--- src/rtl/switch_debounce_pkg.sv ---
// Shared constants and helpers for the DIP-switch conditioning path.
// The tick prescaler is intended for reuse by other input debouncers.
package switch_debounce_pkg;

  localparam int SW_WIDTH          = 24;
  localparam int SW_TICK_DIV       = 100000;
  localparam int SW_STABLE_SAMPLES = 4;

  typedef enum logic [1:0] {
    HIST_MIXED,
    HIST_ONES,
    HIST_ZEROS
  } hist_kind_e;

  // Classifies the low n bits of a sample history as all ones, all zeros or mixed.
  function automatic hist_kind_e hist_classify(input logic [31:0] hist, input int n);
    logic [31:0] mask;
    mask = (n >= 32) ? '1 : ((32'd1 << n) - 32'd1);
    if ((hist & mask) == mask) return HIST_ONES;
    if ((hist & mask) == 32'd0) return HIST_ZEROS;
    return HIST_MIXED;
  endfunction

endpackage

--- src/rtl/switch_debounce_if.sv ---
// Switch conditioning bus: raw pins and ack in, clean levels and change flags out.
interface switch_debounce_if
  import switch_debounce_pkg::*;
#(
  parameter int WIDTH = SW_WIDTH
);

  logic [WIDTH-1:0] sw_raw;
  logic             ack;
  logic [WIDTH-1:0] sw_clean;
  logic             sw_change;
  logic [WIDTH-1:0] change_mask;

  modport master (
    output sw_raw,
    output ack,
    input  sw_clean,
    input  sw_change,
    input  change_mask
  );

  modport slave (
    input  sw_raw,
    input  ack,
    output sw_clean,
    output sw_change,
    output change_mask
  );

endinterface

--- src/rtl/switch_tick_gen.sv ---
// Free-running prescaler; tick_o is high for the one cycle the count sits at TICK_DIV-1.
module switch_tick_gen
  import switch_debounce_pkg::*;
#(
  parameter int TICK_DIV = SW_TICK_DIV
) (
  input  logic clk,
  input  logic rst_n,
  output logic tick_o
);

  localparam int            CW   = (TICK_DIV > 1) ? $clog2(TICK_DIV) : 1;
  localparam logic [CW-1:0] LAST = CW'(TICK_DIV - 1);

  logic [CW-1:0] count_q;
  logic [CW-1:0] count_d;

  always_comb begin
    count_d = (count_q == LAST) ? '0 : count_q + CW'(1);
  end

  always_ff @(posedge clk) begin
    if (!rst_n) begin
      count_q <= '0;
    end else begin
      count_q <= count_d;
    end
  end

  assign tick_o = (count_q == LAST);

endmodule

--- src/rtl/switch_debounce.sv ---
// Synchronises and debounces the raw DIP switches, then reports which clean bits changed.
// A bit only moves once STABLE_SAMPLES consecutive tick samples agree on the new level.
module switch_debounce
  import switch_debounce_pkg::*;
#(
  parameter int WIDTH          = SW_WIDTH,
  parameter int TICK_DIV       = SW_TICK_DIV,
  parameter int STABLE_SAMPLES = SW_STABLE_SAMPLES
) (
  input  logic             clk,
  input  logic             rst_n,
  switch_debounce_if.slave bus
);

  logic             tick;
  logic [WIDTH-1:0] sync1_q;
  logic [WIDTH-1:0] sync2_q;
  logic [WIDTH-1:0] clean_q;
  logic [WIDTH-1:0] clean_d;
  logic [WIDTH-1:0] diff;
  logic [WIDTH-1:0] mask_q;
  logic [WIDTH-1:0] mask_d;
  logic             change_q;

  switch_tick_gen #(
    .TICK_DIV(TICK_DIV)
  ) u_tick (
    .clk   (clk),
    .rst_n (rst_n),
    .tick_o(tick)
  );

  genvar gi;
  generate
    for (gi = 0; gi < WIDTH; gi++) begin : g_bit
      logic [STABLE_SAMPLES-1:0] hist_q;
      logic [STABLE_SAMPLES-1:0] hist_d;
      logic                      clean_bit_d;

      always_comb begin
        hist_d      = hist_q;
        clean_bit_d = clean_q[gi];
        if (tick) begin
          hist_d = {hist_q[STABLE_SAMPLES-2:0], sync2_q[gi]};
          // Acceptance looks at the history including this tick's sample.
          case (hist_classify(32'(hist_d), STABLE_SAMPLES))
            HIST_ONES:  clean_bit_d = 1'b1;
            HIST_ZEROS: clean_bit_d = 1'b0;
            default:    clean_bit_d = clean_q[gi];
          endcase
        end
      end

      always_ff @(posedge clk) begin
        if (!rst_n) begin
          hist_q <= '0;
        end else begin
          hist_q <= hist_d;
        end
      end

      assign clean_d[gi] = clean_bit_d;
    end
  endgenerate

  // An ack coinciding with a fresh change clears only the older flags.
  always_comb begin
    diff   = clean_d ^ clean_q;
    mask_d = (bus.ack ? '0 : mask_q) | diff;
  end

  always_ff @(posedge clk) begin
    if (!rst_n) begin
      sync1_q  <= '0;
      sync2_q  <= '0;
      clean_q  <= '0;
      mask_q   <= '0;
      change_q <= 1'b0;
    end else begin
      sync1_q  <= bus.sw_raw;
      sync2_q  <= sync1_q;
      clean_q  <= clean_d;
      mask_q   <= mask_d;
      change_q <= |diff;
    end
  end

  assign bus.sw_clean    = clean_q;
  assign bus.sw_change   = change_q;
  assign bus.change_mask = mask_q;

endmodule

--- src/flat_wrapper.sv ---
// flat-port wrapper written by rule: the top's interface ports become plain ports
module switch_debounce_flat import switch_debounce_pkg::*;
#(
  parameter int WIDTH          = SW_WIDTH,
  parameter int TICK_DIV       = SW_TICK_DIV,
  parameter int STABLE_SAMPLES = SW_STABLE_SAMPLES
)
  (clk, rst_n, bus_sw_raw, bus_ack, bus_sw_clean, bus_sw_change, bus_change_mask);
  switch_debounce_if #(.WIDTH(WIDTH)) bus_i ();
  input  logic clk;
  input  logic rst_n;
  input wire logic [$bits(bus_i.sw_raw)-1:0] bus_sw_raw;
  input wire logic [$bits(bus_i.ack)-1:0] bus_ack;
  output wire logic [$bits(bus_i.sw_clean)-1:0] bus_sw_clean;
  output wire logic [$bits(bus_i.sw_change)-1:0] bus_sw_change;
  output wire logic [$bits(bus_i.change_mask)-1:0] bus_change_mask;
  assign bus_i.sw_raw = bus_sw_raw;
  assign bus_i.ack = bus_ack;
  assign bus_sw_clean = bus_i.sw_clean;
  assign bus_sw_change = bus_i.sw_change;
  assign bus_change_mask = bus_i.change_mask;
  switch_debounce #(.WIDTH(WIDTH), .TICK_DIV(TICK_DIV), .STABLE_SAMPLES(STABLE_SAMPLES)) u_core (.clk(clk), .rst_n(rst_n), .bus(bus_i));
endmodule
--- config.mk ---
export PLATFORM = sky130hd
export DESIGN_NAME = switch_debounce_flat
export DESIGN_NICKNAME = d
export VERILOG_FILES = /design/src/rtl/switch_debounce_pkg.sv /design/src/rtl/switch_debounce_if.sv /design/src/rtl/switch_tick_gen.sv /design/src/rtl/switch_debounce.sv /design/src/flat_wrapper.sv
export SDC_FILE = /design/constraint.sdc
export NUM_CORES = 1
export LEC_CHECK = 0
export CAP_MARGIN = 20
export CORE_ASPECT_RATIO = 1.4
export CORE_MARGIN = 8
export CORE_UTILIZATION = 40
export DETAILED_ROUTE_END_ITERATION = 7
export SYNTH_ARGS = -nofsm -noshare
export SYNTH_HDL_FRONTEND = slang
export SYNTH_HIERARCHICAL = 1
export SYNTH_SLANG_ARGS = --single-unit
--- constraint.sdc ---
create_clock -name clk -period 6.05 [get_ports clk]
set_clock_uncertainty 0.1 [all_clocks]
set_input_delay 1.5125 -clock clk [delete_from_list [all_inputs] [get_ports clk]]
set_output_delay 1.5125 -clock clk [all_outputs]
set_load 0.01 [all_outputs]
==> run_results.csv <==
group,metric,value,unit
critical_path,critical_path_class,"reg -> reg",
critical_path,setup.worst_path.end_class,"register",
critical_path,cp.depth,9,
clock_tree,clkSlewWorstSetupHoldPaths,0.07,ns
clock_tree,cts-buffers-inserted,17,
cells_and_area,antennaDiodeCount,0,
sta,rsz0062_at_grt,"no",
critical_path,arrival_time_reported_for_the_critical_path_endpoint,3.50,ns
grt,grt_pass1_vias,5149,
routing,via_count,5202,
cells_and_area,mostFrequentLayoutCells,"dfxtp_1, nor2_1, clkdlybuf4s50_1, mux2i_1, and2_1",
clock_tree,root_buffer,"clkbuf_16",
critical_path,cp_slowest_stage_delay,0.52,ns
synth,yosys.area_share.adder,0.001773,
cells_and_area,nets,805,
synth,synthArstFlopShare,0,
power_and_ir_drop,power.combinational.fraction,0.023,
synth,postSynthCellCount,716,
critical_path,timing.critical_path.cells,"nand4b_1 -> or3_4 -> nor4_2 -> buf_12 -> or4b_1 -> o22ai_1 -> nor4_1 -> nand4_1 -> o31a_1",
critical_path,critical_path.n_buffers_inverters,1,
critical_path,setup.worst_path.start_class,"register",
run,cap_violations,0,
clock_tree,postCtsResizedCells,0,
sta,final.setup.tns,0,ns
grt,groute.usage.overall,0.1415,
critical_path,timing.critical_path.slowest_stage_cell,"or4b_1",
power_and_ir_drop,switching_share,0.2018,
synth,yosys_register_bits,186,
power_and_ir_drop,cellLeakagePower,2.948,nW
critical_path,start_point_of_the_critical_path,"u_core/u_tick/count_q[9]",
routing,post_drt_wl_per_cell,14.92,microns
power_and_ir_drop,powerDensity,292.7,mW/mm^2
critical_path,worst_ep_required_time,6.32,ns
worst_hold_path,worst_hold_path_type,"reg -> reg",
synth,netlist_area_before_placement,0.007057,sq mm
routing,drtIter0Drc,278,
cells_and_area,layout.filler_cells,1599,
synth,synthXorXnorAreaFrac,0.01862,
power_and_ir_drop,p_int,2.017,mW
clock_tree,cts-htree-levels,4,
synth,synth_fp_nets,744,
grt,number_of_antenna_violations_at_the_first_check_in_global_routing,0,
worst_hold_path,whs_path_depth,1,
critical_path,worstSetupEndpoint,"u_core/bus.sw_change",
placed_design,hpwl,10500,microns
power_and_ir_drop,irDropWorstVdd,0.1724,mV
critical_path,r2r-start,"u_core/u_tick/count_q[9]",
grt,grt_max_degree,104,
power_and_ir_drop,clock_power_share,0.483,
routing,detail_route.first_pass.iterations,4,
critical_path,worst-r2r-cell-count,9,
critical_path,reg2reg_to,"u_core/bus.sw_change",
critical_path,setup.reg_to_reg.worst_slack,2.81,ns
routing,route.detailed.drc,0,
grt,grt_overflow,0,
floorplan,core_region_area,0.01733,sq mm
routing,drtAntennaViolNets,0,
critical_path,timing.critical_path.fanout_max,103,
sta,fin_crit,3.236,ns
cells_and_area,area.growth.synth_to_final,22.38,%
floorplan,dieArea,0.02221,sq mm
sta,slew_headroom,0.3832,
synth,synthFlopType,"dfxtp_1",
sta,setup_violations,0,
synth,compound_gate_portion_of_the_synthesized_area,0.08599,
placed_design,placedInstanceArea,0.007978,sq mm
clock_tree,ctsLongestPathBuffers,2,
floorplan,die-width,128.3,microns
floorplan,ios,76,
grt,grt_pass1_wl,25160,microns
cells_and_area,post_route_standard_cell_area_excluding_fillers,0.008636,sq mm
cells_and_area,layout.cells.most_common,"dfxtp_1",
critical_path,critPathTopFamily,"simple AND/OR/NAND/NOR gates",
sta,timing.final.crit_share,0.5349,
power_and_ir_drop,p_seq_frac,0.494,
sta,tightest_slew,0.9242,ns
placed_design,port_buffers,75,
floorplan,die_y,173.2,microns
synth,post_synth_and_or_nand_nor_area_fraction,0.2254,
synth,synth_cell_types,37,
sta,hold_violations,0,
synth,seq_area_frac_synth,0.5277,
synth,synth.area.mux_share,0.1101,
cells_and_area,post_route_cells_drive_above_1_share,0.06076,
sta,hold_ws,0.3295,ns
sta,maxSlewViolCount,0,
synth,synth_top_family_by_area,"simple AND/OR/NAND/NOR gates",
routing,routed_via_density,5.070,
clock_tree,tritoncts,"yes",
placed_design,gpl.final_weighted_congestion,0.7719,
synth,synth_enable_flop_cells,0,
clock_tree,clock_sink_count,186,
floorplan,start_util,0.4072,
routing,routed_wl,15310,microns
clock_tree,cts_setup_buffers,0,
clock_tree,clk_latency,0.43,ns
clock_tree,cts_hold_buf,0,
floorplan,floorplan.rows,57,
outcome,status,"finished clean",
synth,post_synthesis_mean_instance_area,9.856,sq um
power_and_ir_drop,p_sw,0.5100,mW
synth,warnings_synthesis,6,
sta,fmaxAchievable,309.0,MHz
## cells by family (layout without fill, tap and decap cells)
kind of cell	Yosys count	after routing
flops	186	186
xor+xnor	15	15
mux	77	77
compound gates	93	93
simple gates	296	296
fa+ha+maj	1	1
buf+inv	48	122
## state kept, by name, indices dropped and copies added (netlist names)
signal	flops
u_core/g_bit.hist_q	72
u_core/sync2_q	24
u_core/bus.sw_clean	24
u_core/bus.sw_change	1
u_core/bus.change_mask	24
u_core/sync1_q	24
u_core/u_tick/count_q	17
## metal layers
layer  routed length (microns)  GRT usage
met3                       635    0.04126
met4                       399    0.06962
met5                         0          0
met1                      6313     0.1479
met2                      7963     0.2507
## power groups by stage
stage,logic [mW],clock network (mW),registers [mW]
4_1_cts,0.0593,1.26,1.25
6_report,0.0579,1.22,1.25
2_1_floorplan,0.0333,0,1.27
5_1_grt,0.0648,1.31,1.25
3_5_place_dp,0.0592,0,1.28
3_3_place_gp,0.0577,0,1.28
## layout make-up
class	instances	area, sq um	share of cell area
well taps	236	295.3	0.03419
clock inverters	13	215.2	0.02492
repair buffers	80	795.8	0.09215
flip-flops and latches	186	3724	0.4312
clock buffers	19	442.9	0.05129
inverters	10	38.79	0.004491
multi-input cells	482	3124	0.3618
## how the worst min path moves through the flow
stage | startpoint | to | slack, ns
after floorplan | u_core/sync1_q[0] | u_core/sync2_q[0] | 0.31
after global placement | u_core/sync1_q[10] | u_core/sync2_q[10] | 0.31
after detailed placement | u_core/sync1_q[14] | u_core/sync2_q[14] | 0.32
after CTS | u_core/sync1_q[12] | u_core/sync2_q[12] | 0.33
after global routing | u_core/sync1_q[12] | u_core/sync2_q[12] | 0.34
final | u_core/sync1_q[12] | u_core/sync2_q[12] | 0.33
## cell usage after synthesis (all sizes together), types with 2 or more instances
| library cell | number | share of area |
|---|---|---|
| a211oi | 20 | 0.021 |
| a21oi | 48 | 0.034 |
| a22o | 11 | 0.014 |
| a41oi | 4 | 0.0050 |
| and2 | 61 | 0.054 |
| and3b | 4 | 0.0050 |
| and4 | 16 | 0.020 |
| buf | 16 | 0.013 |
| clkbuf | 22 | 0.012 |
| dfxtp | 186 | 0.53 |
| inv | 10 | 0.0053 |
| mux2 | 5 | 0.0080 |
| mux2i | 72 | 0.10 |
| nand2 | 21 | 0.011 |
| nand2b | 8 | 0.0071 |
| nand3 | 6 | 0.0050 |
| nand4 | 14 | 0.012 |
| nand4b | 2 | 0.0025 |
| nor2 | 110 | 0.059 |
| nor2b | 11 | 0.0098 |
| nor3 | 11 | 0.0078 |
| nor4 | 26 | 0.023 |
| o21ai | 3 | 0.0021 |
| o22ai | 4 | 0.0035 |
| or4b | 5 | 0.0076 |
| xnor2 | 13 | 0.016 |
| xor2 | 2 | 0.0025 |
## stage by stage
stage / power, mW / utilization / setup slack, ns / std cells
after floorplan: 1.307 / - / 3.370 / 716
after global placement: 1.334 / 0.4603 / 2.965 / 994
after detailed placement: 1.336 / 0.4603 / 2.849 / 994
after CTS: 2.566 / 0.4983 / 2.828 / 1026
after global routing: 2.627 / 0.4983 / 2.591 / 1026
final: 2.527 / 0.4983 / 2.814 / 1026
Note: power is estimated with default switching activity, not from simulation.
